## src/rtl/vm_pkg.sv

```systemverilog
// Shared definitions for the vending-machine credit engine.
package vm_pkg;

    localparam int unsigned STATE_W         = 1;
    localparam int unsigned DEF_CHANGE_STEP = 5;

    localparam logic [STATE_W-1:0] ST_COLLECT = 1'b0;
    localparam logic [STATE_W-1:0] ST_CHANGE  = 1'b1;

endpackage

```

## src/rtl/addsub_n.sv

```systemverilog
// Gate-level N-bit ripple adder/subtractor: sub inverts B and drives the carry-in,
// so subtraction is A + ~B + 1 and carry_out==0 signals a borrow.
module addsub_n #(
    parameter int unsigned N = 8
) (
    input  logic [N-1:0] a,
    input  logic [N-1:0] b,
    input  logic         sub,
    output logic [N-1:0] sum,
    output logic         carry_out
);

    logic [N:0]   carry;
    logic [N-1:0] b_eff;

    assign carry[0] = sub;

    for (genvar i = 0; i < N; i++) begin : g_fa
        assign b_eff[i]    = b[i] ^ sub;
        assign sum[i]      = a[i] ^ b_eff[i] ^ carry[i];
        assign carry[i+1]  = (a[i] & b_eff[i]) | (carry[i] & (a[i] ^ b_eff[i]));
    end

    assign carry_out = carry[N];

endmodule

```

## src/rtl/credit_accumulator.sv

```systemverilog
// Vending credit engine: accumulates coins, settles purchases and pays change or a
// refund in bounded beats, all through one time-shared add/sub unit.
module credit_accumulator
    import vm_pkg::*;
#(
    parameter int unsigned N           = 8,
    parameter int unsigned CHANGE_STEP = DEF_CHANGE_STEP
) (
    input  logic         clk,
    input  logic         rst_n,
    input  logic         coin_valid,
    input  logic [N-1:0] coin_value,
    output logic         coin_ready,
    output logic         coin_reject,
    input  logic         price_valid,
    input  logic [N-1:0] price,
    output logic         price_ready,
    output logic         vend_ok,
    output logic         insufficient,
    input  logic         cancel,
    output logic         change_valid,
    output logic [N-1:0] change_amt,
    input  logic         change_ready,
    output logic         change_done,
    output logic [N-1:0] credit,
    output logic         busy
);

    localparam logic [N-1:0] STEP = N'(CHANGE_STEP);

    logic [STATE_W-1:0] state, state_d;
    logic [N-1:0]       credit_d;
    logic               coin_reject_d, vend_ok_d, insufficient_d, change_done_d;

    logic               in_change;
    logic [N-1:0]       step_amt;
    logic [N-1:0]       op_b;
    logic               op_sub;
    logic [N-1:0]       au_sum;
    logic               au_cout;

    addsub_n #(.N(N)) u_addsub (
        .a         (credit),
        .b         (op_b),
        .sub       (op_sub),
        .sum       (au_sum),
        .carry_out (au_cout)
    );

    // State and registered outputs
    always_ff @(posedge clk or negedge rst_n) begin
        if (!rst_n) begin
            state        <= ST_COLLECT;
            credit       <= '0;
            coin_reject  <= 1'b0;
            vend_ok      <= 1'b0;
            insufficient <= 1'b0;
            change_done  <= 1'b0;
        end else begin
            state        <= state_d;
            credit       <= credit_d;
            coin_reject  <= coin_reject_d;
            vend_ok      <= vend_ok_d;
            insufficient <= insufficient_d;
            change_done  <= change_done_d;
        end
    end

    // Next state, operand select and handshake outputs
    always_comb begin
        state_d        = state;
        credit_d       = credit;
        coin_reject_d  = 1'b0;
        vend_ok_d      = 1'b0;
        insufficient_d = 1'b0;
        change_done_d  = 1'b0;
        op_b           = coin_value;
        op_sub         = 1'b0;

        in_change    = (state == ST_CHANGE);
        step_amt     = (credit < STEP) ? credit : STEP;
        busy         = in_change;
        price_ready  = !in_change;
        coin_ready   = !in_change && !cancel && !price_valid;
        change_valid = in_change;
        change_amt   = in_change ? step_amt : '0;

        if (in_change) begin
            op_b   = step_amt;
            op_sub = 1'b1;
            if (change_ready) begin
                credit_d = au_sum;
                if (au_sum == '0) begin
                    change_done_d = 1'b1;
                    state_d       = ST_COLLECT;
                end
            end
        end else if (cancel) begin
            if (credit != '0) begin
                state_d = ST_CHANGE;
            end
        end else if (price_valid) begin
            op_b   = price;
            op_sub = 1'b1;
            // No borrow means credit >= price
            if (au_cout) begin
                credit_d  = au_sum;
                vend_ok_d = 1'b1;
                if (au_sum == '0) begin
                    change_done_d = 1'b1;
                end else begin
                    state_d = ST_CHANGE;
                end
            end else begin
                insufficient_d = 1'b1;
            end
        end else if (coin_valid) begin
            if (au_cout) begin
                coin_reject_d = 1'b1;
            end else begin
                credit_d = au_sum;
            end
        end
    end

endmodule
```

## config.mk

```make
export PLATFORM = sky130hd
export DESIGN_NAME = credit_accumulator
export DESIGN_NICKNAME = d
export VERILOG_FILES = /design/src/rtl/vm_pkg.sv /design/src/rtl/addsub_n.sv /design/src/rtl/credit_accumulator.sv
export SDC_FILE = /design/constraint.sdc
export NUM_CORES = 1
export LEC_CHECK = 0
export CORE_MARGIN = 2
export CORE_UTILIZATION = 45
export CTS_BUF_LIST = sky130_fd_sc_hd__clkbuf_8 sky130_fd_sc_hd__clkbuf_16
export CTS_CLUSTER_SIZE = 28
export DETAILED_ROUTE_END_ITERATION = 8
export GPL_TIMING_DRIVEN = 0
export PLACE_DENSITY = 0.85
export SYNTH_ARGS = -nofsm -noshare
export SYNTH_HDL_FRONTEND = slang
export SYNTH_SLANG_ARGS = --single-unit
```

## constraint.sdc

```tcl
create_clock -name clk -period 9 [get_ports clk]
set_input_delay 1.8 -clock clk [delete_from_list [all_inputs] [get_ports clk]]
set_output_delay 1.8 -clock clk [all_outputs]
set_load 0.005 [all_outputs]
```

==> results_dict.tcl <==
set metrics [dict create \
    final_net_count 190 \
    reg2reg_to "credit[4]$_DFFE_PN0P_" \
    crit_slowest_cell "clkdlybuf4s50_1" \
    root_buffer "clkbuf_8" \
    overflow 0 \
    fmax_ghz 0.1489 \
    crit_top_cell "fa_1" \
    place.gp.congestion 0.8960 \
    die_h_um 52.70 \
    relSlewSlack 0.5871 \
    fin_setup_tns_ns 0 \
    synth.distinct_cells 38 \
    critPathLaunchType "input port" \
    drtAntennaViolNets 0 \
    final-max-slew-violation-count 0 \
    cap_violations 0 \
    setup_viol 0 \
    die_w_um 52.70 \
    core_area_um2 2233 \
    drcViolationCount 0 \
    vias_per_cell 5.495 \
    synth-async-reset-ratio 1.000 \
    cts_resized 0 \
    post-dp-hpwl_um 2129 \
    io_buffers 40 \
    antennaDiodeCount 0 \
    crit_path_end_kind "flop" \
    numCtsBuffers 3 \
    initial_core_util 0.4779 \
    worstPathMaxFanout 8 \
    cp_data_arrival_time_ns 6.85 \
    cellPowerDensity_nw_per_um2 204.0 \
    synth-edff-count 0 \
    crit_chain "clkdlybuf4s50_1, nor2b_1, buf_2, nor2_1, a211oi_1, a21oi_1, fa_1, fa_1, fa_1, inv_1, fa_1, inv_1, fa_1, fa_1, fa_1, mux2_2, o21ai_4, mux2_4" \
    post-route-min-period_ns 6.716 \
    clkLatencyLatePin_ns 0.25 \
    crit_end "credit[4]$_DFFE_PN0P_" \
    vdd_drop_max_mv 0.1948 \
    worstReg2RegStart "credit[4]$_DFFE_PN0P_" \
    ys_ff_latch 13 \
    power_uw 318.8 \
    rows 17 \
    crit_required_ns 9.13 \
    hold_class "reg2reg" \
    clock_path_buffers 2 \
    grt_max_degree 14 \
    grt_setup_unrepaired "no" \
    worst_pin_slew_ns 0.6138 \
    synth_warnings 0 \
    synth.cell_area_um2 1067 \
    vias 1033 \
    cts_sinks 13 \
    synth_top_area_share 0.3048 \
    routed_wl_um 2666 \
    fin_crit_sh 0.7462 \
    antenna_found_initial 0 \
    synth_top_cell_by_area "dfrtp_1" \
    path_class "in2reg" \
    multi_input_area_um2 644.4 \
    path_clk_slew_ns 0.05 \
    p_leak_uw 0.0007143 \
    ios 46 \
    synth.area.top_cells "dfrtp_1 (30%), fa_1 (13%), mux2i_1 (7.5%)" \
    cts_tree "built" \
    seq_area_um2 325.3 \
    status "finished, final reports clean" \
    r2r_cells 16 \
    drt_iter0_markers 27 \
    grt_pass1_wl_um 4229 \
    synth_top_flop_cell "dfrtp_1" \
    slowest_delay_ns 0.56 \
    timing.hold.ws_ns 0.6281 \
    synth_cells 112 \
    crit_start "price_valid" \
    grt_pass1_vias 939 \
    syn_to_final_growth_pct 46.42 \
    fin_skew_ns 0.001603 \
    hold_viol_final 0 \
    post_cts_buffers 0 \
    instances_no_fill 188 \
    avgSynthCellArea_um2 9.529 \
    reg2reg_slack_ns 3.60 \
    drive_gt1_frac 0.1250 \
    holdBufCountCts 0 \
    avgRoutedWirePerCell_um 14.18 \
    seq_area_frac_synth 0.3048 \
    dieArea_um2 2777 \
    fillCellCount 189 \
    placed_cells 184 \
    h-tree-depth 1 \
    grt.total_usage 0.2180 \
    drtPass1Iterations 5 \
]
worst min-delay path by stage:
stage | startpoint | end | slack [ns] | depth (start not counted)
after global placement | credit[3]$_DFFE_PN0P_ | credit[3]$_DFFE_PN0P_ | 0.61 | 2
after detailed placement | credit[3]$_DFFE_PN0P_ | credit[3]$_DFFE_PN0P_ | 0.62 | 2
after global routing | credit[3]$_DFFE_PN0P_ | credit[3]$_DFFE_PN0P_ | 0.67 | 2
after floorplan | credit[5]$_DFFE_PN0P_ | credit[5]$_DFFE_PN0P_ | 0.60 | 2
after CTS | credit[3]$_DFFE_PN0P_ | credit[3]$_DFFE_PN0P_ | 0.63 | 2
final | credit[3]$_DFFE_PN0P_ | credit[3]$_DFFE_PN0P_ | 0.63 | 2
metrics by stage:
stage,area [um2],utilization,worst slack [ns]
3_5_place_dp,1518,0.6796,2.040
6_report,1563,0.6997,2.284
4_1_cts,1563,0.6997,2.280
5_1_grt,1563,0.6997,2.034
3_3_place_gp,1518,0.6796,2.176
2_1_floorplan,1082,-,3.035
Yosys cell counts (2+ instances only):
cell,count
buf_4,6
fa_1,7
o211a_1,2
mux2i_1,8
buf_2,3
dfrtp_1,13
nor2_1,15
a21oi_1,5
a211oi_1,6
nor3_1,2
nand2_1,5
nand3_1,2
inv_1,10
a31oi_1,4
metal layers:
layer | up-vias | global-route usage | part of all wire | wire length, um
li1 | 476 | - | - | -
met1 | 484 | 0.2509 | 0.40 | 1067
met2 | 62 | 0.3917 | 0.49 | 1315
met3 | 11 | 0.03143 | 0.078 | 208
met4 | 0 | 0.1026 | 0.028 | 74
met5 | - | 0 | 0 | 0
logic make-up after synthesis:
logic type,Yosys count,share of synthesized area
and+or+nand+nor,38,0.1982
AOI/OAI and AO/OA,22,0.1571
buffers and inverters,21,0.1055
DFF,13,0.3048
muxes,10,0.09965
adders and majority gates,7,0.1313
other,1,0.003514
worst max-delay path, delay by kind of cell:
| family | cells | cell delay, ns |
|---|---|---|
| adder cells (fa/ha/maj) | 7 | 2.63 |
| multiplexers | 2 | 0.67 |
| AND/OR/NAND/NOR | 2 | 0.23 |
| AO/OA/AOI/OAI | 3 | 0.62 |
| buffers and inverters | 4 | 0.88 |
power by group:
group          switching [uW]  internal [uW]
Sequential               25.4           76.5
Combinational            74.9           90.7
Clock                    21.2           30.2
Total                     122            197
cell usage in the layout, fill, tap and decap left out, drive strengths merged, types with 2 or more instances in the layout:
cell type      netlist  routed
dfrtp               13      13
nor3                 3       3
buf                 10      10
a21oi                5       5
or3                  2       2
o21ai                2       2
clkdlybuf4s50        0      40
conb                 1       5
mux2                 2       2
a31oi                4       4
clkbuf               1       4
nand3                2       2
nand2                5       5
fa                   7       7
nor2                15      15
inv                 10      11
mux2i                8       8
a211oi               6       6
o211a                2       2
final cells by class:
class / instances / area share
multi-input cells: 82 / 0.4123
clock buffers: 3 / 0.02642
flip-flops and latches: 13 / 0.2082
repair buffers: 40 / 0.2562
plain buffers: 11 / 0.04804
inverters: 10 / 0.02402
well taps: 28 / 0.02242
clock inverters: 1 / 0.002402
sequential cells by signal, summed over array words and instances, names as in the netlist:
name / count
busy: 1
change_done: 1
coin_reject: 1
credit: 8
insufficient: 1
vend_ok: 1
(Power assumes the default switching activity.)
